### src/rtl/hr_inject_sched_pkg.sv
// hr_inject_sched_pkg: shared encodings and constants for the ring injection scheduler.
package hr_inject_sched_pkg;
   localparam int FLIT_W = 144;
   localparam logic [1:0] SEL_RING = 2'b00;
   localparam logic [1:0] SEL_F0 = 2'b01;
   localparam logic [1:0] SEL_F1 = 2'b10;
   typedef enum logic {NORMAL = 1'b0, STARVE = 1'b1} state_e;
   function automatic logic [1:0] sel_of(input logic [1:0] gnt);
      return gnt[0] ? SEL_F0 : gnt[1] ? SEL_F1 : SEL_RING;
   endfunction
endpackage

### src/rtl/hr_rr_arb2.sv
// hr_rr_arb2: two-input round-robin arbiter with an optional forced winner.
module hr_rr_arb2 (
   input  logic       clk,
   input  logic       rst,
   input  logic [1:0] req,
   input  logic       force_en,
   input  logic       force_id,
   output logic [1:0] gnt,
   output logic       ptr
);
   // a forced requester wins outright; otherwise the pointer breaks ties
   always_comb gnt = (force_en && req[force_id]) ? (force_id ? 2'b10 : 2'b01) :
                     (&req) ? (ptr ? 2'b10 : 2'b01) : req;
   always_ff @(posedge clk or negedge rst)
      if (!rst) ptr <= 1'b0;
      else if (|gnt) ptr <= gnt[0];
endmodule

### src/rtl/hr_inject_sched.sv
// hr_inject_sched: schedules bridge FIFO injection into free ring slots,
// escalating to a bubble-requesting STARVE mode when a FIFO waits too long.
module hr_inject_sched
   import hr_inject_sched_pkg::*;
#(
   parameter int STARVE_MAX = 8,
   parameter int CNT_W = 4
) (
   input  logic       clk,
   input  logic       rst,
   input  logic       ring_vld_i,
   input  logic       ne0_i,
   input  logic       ne1_i,
   input  logic       bfull_i,
   output logic       deQ0_o,
   output logic       deQ1_o,
   output logic [1:0] sel_o,
   output logic       bubble_req_o,
   output logic       starved_o
);
   localparam logic [CNT_W-1:0] MAX_C = CNT_W'(STARVE_MAX);
   logic [1:0] ne, req, gnt, reach;
   logic [1:0][CNT_W-1:0] cnt, cnt_nxt;
   state_e state, state_nxt;
   logic sid, sid_nxt, ptr, inj;
   assign ne = {ne1_i, ne0_i};
   assign inj = !ring_vld_i && !bfull_i;
   assign req = inj ? ne : 2'b00;
   hr_rr_arb2 u_arb (
      .clk      (clk),
      .rst      (rst),
      .req      (req),
      .force_en (state == STARVE),
      .force_id (sid),
      .gnt      (gnt),
      .ptr      (ptr)
   );
   assign deQ0_o = rst && gnt[0];
   assign deQ1_o = rst && gnt[1];
   assign sel_o = rst ? sel_of(gnt) : SEL_RING;
   assign bubble_req_o = state == STARVE;
   assign starved_o = state == STARVE;
   // the registered count also counts as reached so a limit that coincided with a STARVE exit re-arms
   always_comb
      for (int i = 0; i < 2; i++) begin
         cnt_nxt[i] = (!ne[i] || gnt[i]) ? '0 : (cnt[i] == MAX_C) ? cnt[i] : cnt[i] + 1'b1;
         reach[i] = (cnt[i] == MAX_C) || (cnt_nxt[i] == MAX_C);
      end
   always_comb begin
      state_nxt = (state == STARVE) ? ((gnt[sid] || !ne[sid]) ? NORMAL : STARVE) :
                  (|reach ? STARVE : NORMAL);
      sid_nxt = (state == NORMAL && |reach) ? ((&reach) ? ptr : reach[1]) : sid;
   end
   always_ff @(posedge clk or negedge rst)
      if (!rst) begin
         state <= NORMAL;
         sid <= 1'b0;
         cnt <= '0;
      end else begin
         state <= state_nxt;
         sid <= sid_nxt;
         cnt <= cnt_nxt;
      end
endmodule

### config.mk
export PLATFORM = sky130hd
export DESIGN_NAME = hr_inject_sched
export DESIGN_NICKNAME = d
export VERILOG_FILES = /design/src/rtl/hr_inject_sched_pkg.sv /design/src/rtl/hr_rr_arb2.sv /design/src/rtl/hr_inject_sched.sv
export SDC_FILE = /design/constraint.sdc
export NUM_CORES = 1
export LEC_CHECK = 0
export ABC_AREA = 1
export CORE_MARGIN = 2
export CORE_UTILIZATION = 45
export CTS_CLUSTER_SIZE = 30
export DETAILED_ROUTE_END_ITERATION = 8
export GPL_TIMING_DRIVEN = 0
export PLACE_DENSITY = 0.79
export SETUP_SLACK_MARGIN = 0.5
export SLEW_MARGIN = 20
export SYNTH_ARGS = -nofsm -noshare
export SYNTH_HDL_FRONTEND = slang
export SYNTH_SLANG_ARGS = --single-unit
### constraint.sdc
create_clock -name clk -period 2.9 [get_ports clk]
set_clock_uncertainty 0.2 [all_clocks]
set_input_delay 0.725 -clock clk [delete_from_list [all_inputs] [get_ports clk]]
set_output_delay 0.725 -clock clk [all_outputs]
set_load 0.02 [all_outputs]
# --- Yosys cells after proc, flatten, opt, wreduce, memory -nomap -nowiden ---
# Cells that the tools add are included.
word_totals:
  input_bits: 6
  regBits: 11
  out_inout_bits: 6
classes:
  eq_ne: 4
  add_sub_neg: 2
  n_mux: 22
  magnitude_cmp: 1
  reduce_logical: 19
  n_bitwise: 1
ops:
  columns: ["cell", "count"]
  rows:
  - ["equality test 4 bit, second input constant", 4]
  - ["two-way mux 2 bit", 8]
  - ["two-way mux 4 bit", 4]
  - ["two-way mux 1 bit", 10]
  - ["adder 4 x 1 -> 4 bit, second input constant", 2]
  - ["logical AND 1 bit", 5]
  - ["zero test 1 bit", 5]
  - ["logical OR 1 bit", 5]
  - ["AND reduction 2 bit", 2]
  - ["OR reduction 2 bit", 2]
  - ["< comparator 1 x 2 -> 1 bit, second input constant", 1]
  - ["NOT 1 bit", 1]

# --- Depth between registers and ports, before layout ---
depth:
  ltp_word: 14
  ltp_mapped: 12

# --- Cells and area by module ---
# From an unflattened synthesis, not the netlist that was laid out.
unflattened:
  hier_cells: 108
  area_unflattened_um2: 757.0
by_module_without_submodules:
  columns: ["module", "cells_each", "area_each_um2", "n_inst", "seq_area_each_um2"]
  rows:
  - ["hr_inject_sched", 94, 670.6, 1, 250.2]
  - ["hr_rr_arb2", 14, 86.3, 1, 25.0]

# --- Least setup slack after synthesis ---
# Ideal clock, no wire load.
synth_timing:
  path_kind: "input -> output"
  start: "input bfull_i"
  end: "output sel_o[0]"
  arrival_ns: 1.714
  required_ns: 1.975
  stages: 8
  n_path_buf: 1
  path_slack_ns: 0.261
  path_cell_list: "nor2_2 > nand2_1 > nor2_1 > nand2_1 > nand2_1 > inv_1 > nor2_1 > buf_4"
synth_via:
  elab_chain_cells: 9
  elab_cells_between_ends: 11
synth_lines:
  columns: ["item", "line_no", "source"]
  rows:
  - ["from (decl)", "hr_inject_sched.sv:14", "input logic bfull_i,"]
  - ["zero test 1 bit *", "hr_inject_sched.sv:27", "assign inj = !ring_vld_i && !bfull_i;"]
  - ["logical AND 1 bit *", "hr_inject_sched.sv:27", null]
  - ["two-way mux 2 bit *", "hr_inject_sched.sv:28", "assign req = inj ? ne : 2'b00;"]
  - ["two-way mux 1 bit (not written as such) (2 in a row)", "hr_rr_arb2.sv:12", "always_comb gnt = (force_en && req[force_id]) ? (force_id ? 2'b10 : 2'b01) :"]
  - ["logical AND 1 bit", "hr_rr_arb2.sv:12", null]
  - ["two-way mux 2 bit *", "hr_rr_arb2.sv:12", null]
  - ["two-way mux 2 bit *", "hr_inject_sched_pkg.sv:9", "return gnt[0] ? SEL_F0 : gnt[1] ? SEL_F1 : SEL_RING;"]
  - ["two-way mux 2 bit *", "hr_inject_sched.sv:40", "assign sel_o = rst ? sel_of(gnt) : SEL_RING;"]
  - ["to (decl)", "hr_inject_sched.sv:17", "output logic [1:0] sel_o,"]
# Every way passes the cells marked *; elsewhere a longest branch is shown, timed or not. The select of a mux whose other input is x is not followed.

# --- Final worst setup path ---
# Same ends and word-level chain as after synthesis.

==> flow_metrics.tcl <==
set metrics [dict create \
    cts_tree "done" \
    insertion_delay_ns 0.27 \
    drcViolationCount 0 \
    slowest_delay_ns 0.13 \
    ys_ff_latch 11 \
    max_freq_mhz 386.2 \
    antenna_found_initial 0 \
    fp-row-count 14 \
    dp_hpwl_um 1194 \
    initial_core_util 0.4836 \
    diodes 0 \
    intPower_mw 0.2537 \
    outcome "completed" \
    route.vias.total 691 \
    ys.warnings.count 0 \
    hold_path_class "in -> async" \
    ys_seq_area_frac 0.3735 \
    clock-root-buffer "clkbuf_4" \
    switching_share 0.3171 \
    netlist_instances 107 \
    rsz0062_at_grt "yes" \
    p_clk_frac 0.284 \
    coreArea_mm2 0.001524 \
    drive_gt1_frac 0.2460 \
    grt_remaining_overflow 0 \
    nets 137 \
    dieArea_mm2 0.001978 \
    grtUsageTotal 0.1817 \
    routed_wl_um 1536 \
    clkTransAtPathRegs_ns 0.07 \
    cpMostUsedCell "buf_6" \
    finalWorstSetupSlack_ns 0.3105 \
    synth.avg_cell_area_um2 6.887 \
    path_cells "buf_6 > nor2_4 > buf_4 > nand4_1 > nand2_2 > inv_2 > nor2_4 > buf_6 > buf_6" \
    finalCritPeriodShare 0.8929 \
    grt_max_degree 13 \
    area_growth_pct 26.15 \
    setup.worst_path.class "in -> out" \
    peakVddDrop_v 0.0002225 \
    cts_sinks 11 \
    powerDensity_mw_per_mm2 399.7 \
    crit_fanout 4 \
    via_per_inst 4.866 \
    h-tree-depth 1 \
    routedWlPerCell_um 10.82 \
    netSwitchingPower_mw 0.1178 \
    synth_fp_nets 117 \
    startpoint_type "input port" \
    critical_path_arrival_ns 1.66 \
    drt_first_pass_iters 4 \
    place_congestion 0.8528 \
    cts_hold_buf 0 \
    num_io_pins 12 \
    combPwrFrac 0.219 \
    die_h_um 44.47 \
    dp_slack_ns -0.6528 \
    tns_ns 0 \
    cpMaxStageDelayCell "nor2_4" \
    final_util 0.6100 \
    yosysUniqueCellTypes 17 \
    syn-cell-area_um2 737.0 \
    drtAntennaViolNets 0 \
    setup_viol 0 \
    slew_viol_final 0 \
    cp.required_ns 1.98 \
    grt_first_pass_wirelength_um 2642 \
    clk_path_buf_depth 2 \
    max_slew_margin 0.8245 \
    hold_viol 0 \
    maxCapViolCount 0 \
    grt_pass1_vias 633 \
    cts_made_buffers 3 \
    layout_min_cycle_time_ns 2.590 \
    p_seq_frac 0.497 \
    tightest_slew_ns 0.2633 \
    leakagePower_nw 0.5276 \
    drt_iter0_drc 19 \
    die_width_um 44.47 \
    port-buffer-count 11 \
    cp-end-kind "primary output" \
]
-- cell type report --
type                            count  area, um2
Sequential cell                    11      276.5
Fill cell                         138      594.3
Timing Repair Buffer               15      118.9
Inverter                           22      82.58
Tap cell                           16      20.02
Multi-Input combinational cell     72      386.6
Buffer                              2      18.77
Clock buffer                        4      26.28
-- flip-flops by register name, summed over array words and instances (netlist names) --
| signal | flops |
|---|---|
| bubble_req_o | 1 |
| sid | 1 |
| u_arb.ptr | 1 |
| cnt | 8 |
-- path summary, 6_finish.rpt --
path	slack [ns]	cells past startpoint	endpoint	from
max	0.31	9	sel_o[0]	bfull_i
min	0.11	1	cnt[3]	rst
max reg2reg	1.09	11	sid	cnt[0]
min reg2reg	0.35	2	u_arb.ptr	u_arb.ptr
max in group asynchronous	2.16	1	bubble_req_o	rst
min in group clk	0.35	2	u_arb.ptr	u_arb.ptr
-- cell usage after synthesis, drive strengths merged --
cell,number,area share
a21oi,1,0.0068
buf,2,0.020
dfrtp,11,0.37
ha,4,0.068
inv,22,0.11
nand2,31,0.16
nand3,6,0.048
nand4,6,0.059
nor2,19,0.10
o2111ai,1,0.012
o21ai,1,0.0068
or2,1,0.0085
xor2,2,0.024
-- layout by cell type, fill, tap and decap left out, drive strengths merged --
cell type      count
dfrtp             11
or2                1
nand2             31
ha                 4
nand3              6
xor2               2
inv               22
clkdlybuf4s50      2
nand4              6
nor2              19
o21ai              1
clkbuf             4
o2111ai            1
buf               15
a21oi              1
-- kinds of logic after synthesis --
kind of cell | Yosys count | synth area share
adders and majority gates | 4 | 0.06791
buffers and inverters | 24 | 0.1324
DFF | 11 | 0.3735
and+or+nand+nor | 63 | 0.3769
AOI/OAI and AO/OA | 3 | 0.02546
xor gates and xnor gates | 2 | 0.02377
-- per-layer routing --
layer | wire length [um] | track usage | vias to the layer above
li1 | - | - | 362
met1 | 646 | 0.2239 | 312
met5 | 0 | 0 | -
met2 | 813 | 0.3159 | 17
met4 | 0 | 0.01818 | 0
met3 | 75 | 0.06122 | 0
-- what timing repair did --
action / 4_1_cts / 5_1_grt
hold endpoints to repair: 0 / 0
gates resized for setup: 44 / 4
endpoints found under the setup margin: 4 / 5
pin swaps: 6 / 3
setup buffers: 3 / 1
gates cloned: 0 / 0
-- worst max-delay path: cells and delay by family --
family	cells	cell delay, ns
buf+inv	5	0.48
simple gates	4	0.45
-- stage by stage --
step	hold WS [ns]	instance area, um2	cells	power, mW
3_5_place_dp	0.3274	883.3	134	0.2666
2_1_floorplan	0.2294	753.2	107	0.2358
5_1_grt	0.1305	929.6	142	0.3966
4_1_cts	0.2199	920.9	141	0.3745
3_3_place_gp	0.3213	883.3	134	0.2620
6_report	0.1133	929.6	142	0.3715
-- power by group through the flow --
stage / Sequential (mW) / Combinational, mW / Clock (mW)
CTS: 0.184 / 0.0814 / 0.109
finish: 0.185 / 0.0814 / 0.105
detailed placement: 0.187 / 0.0794 / 0
global placement: 0.187 / 0.0752 / 0
global route: 0.188 / 0.0930 / 0.116
floorplan: 0.184 / 0.0521 / 0
No activity file was read; power rests on OpenSTA's default activity.
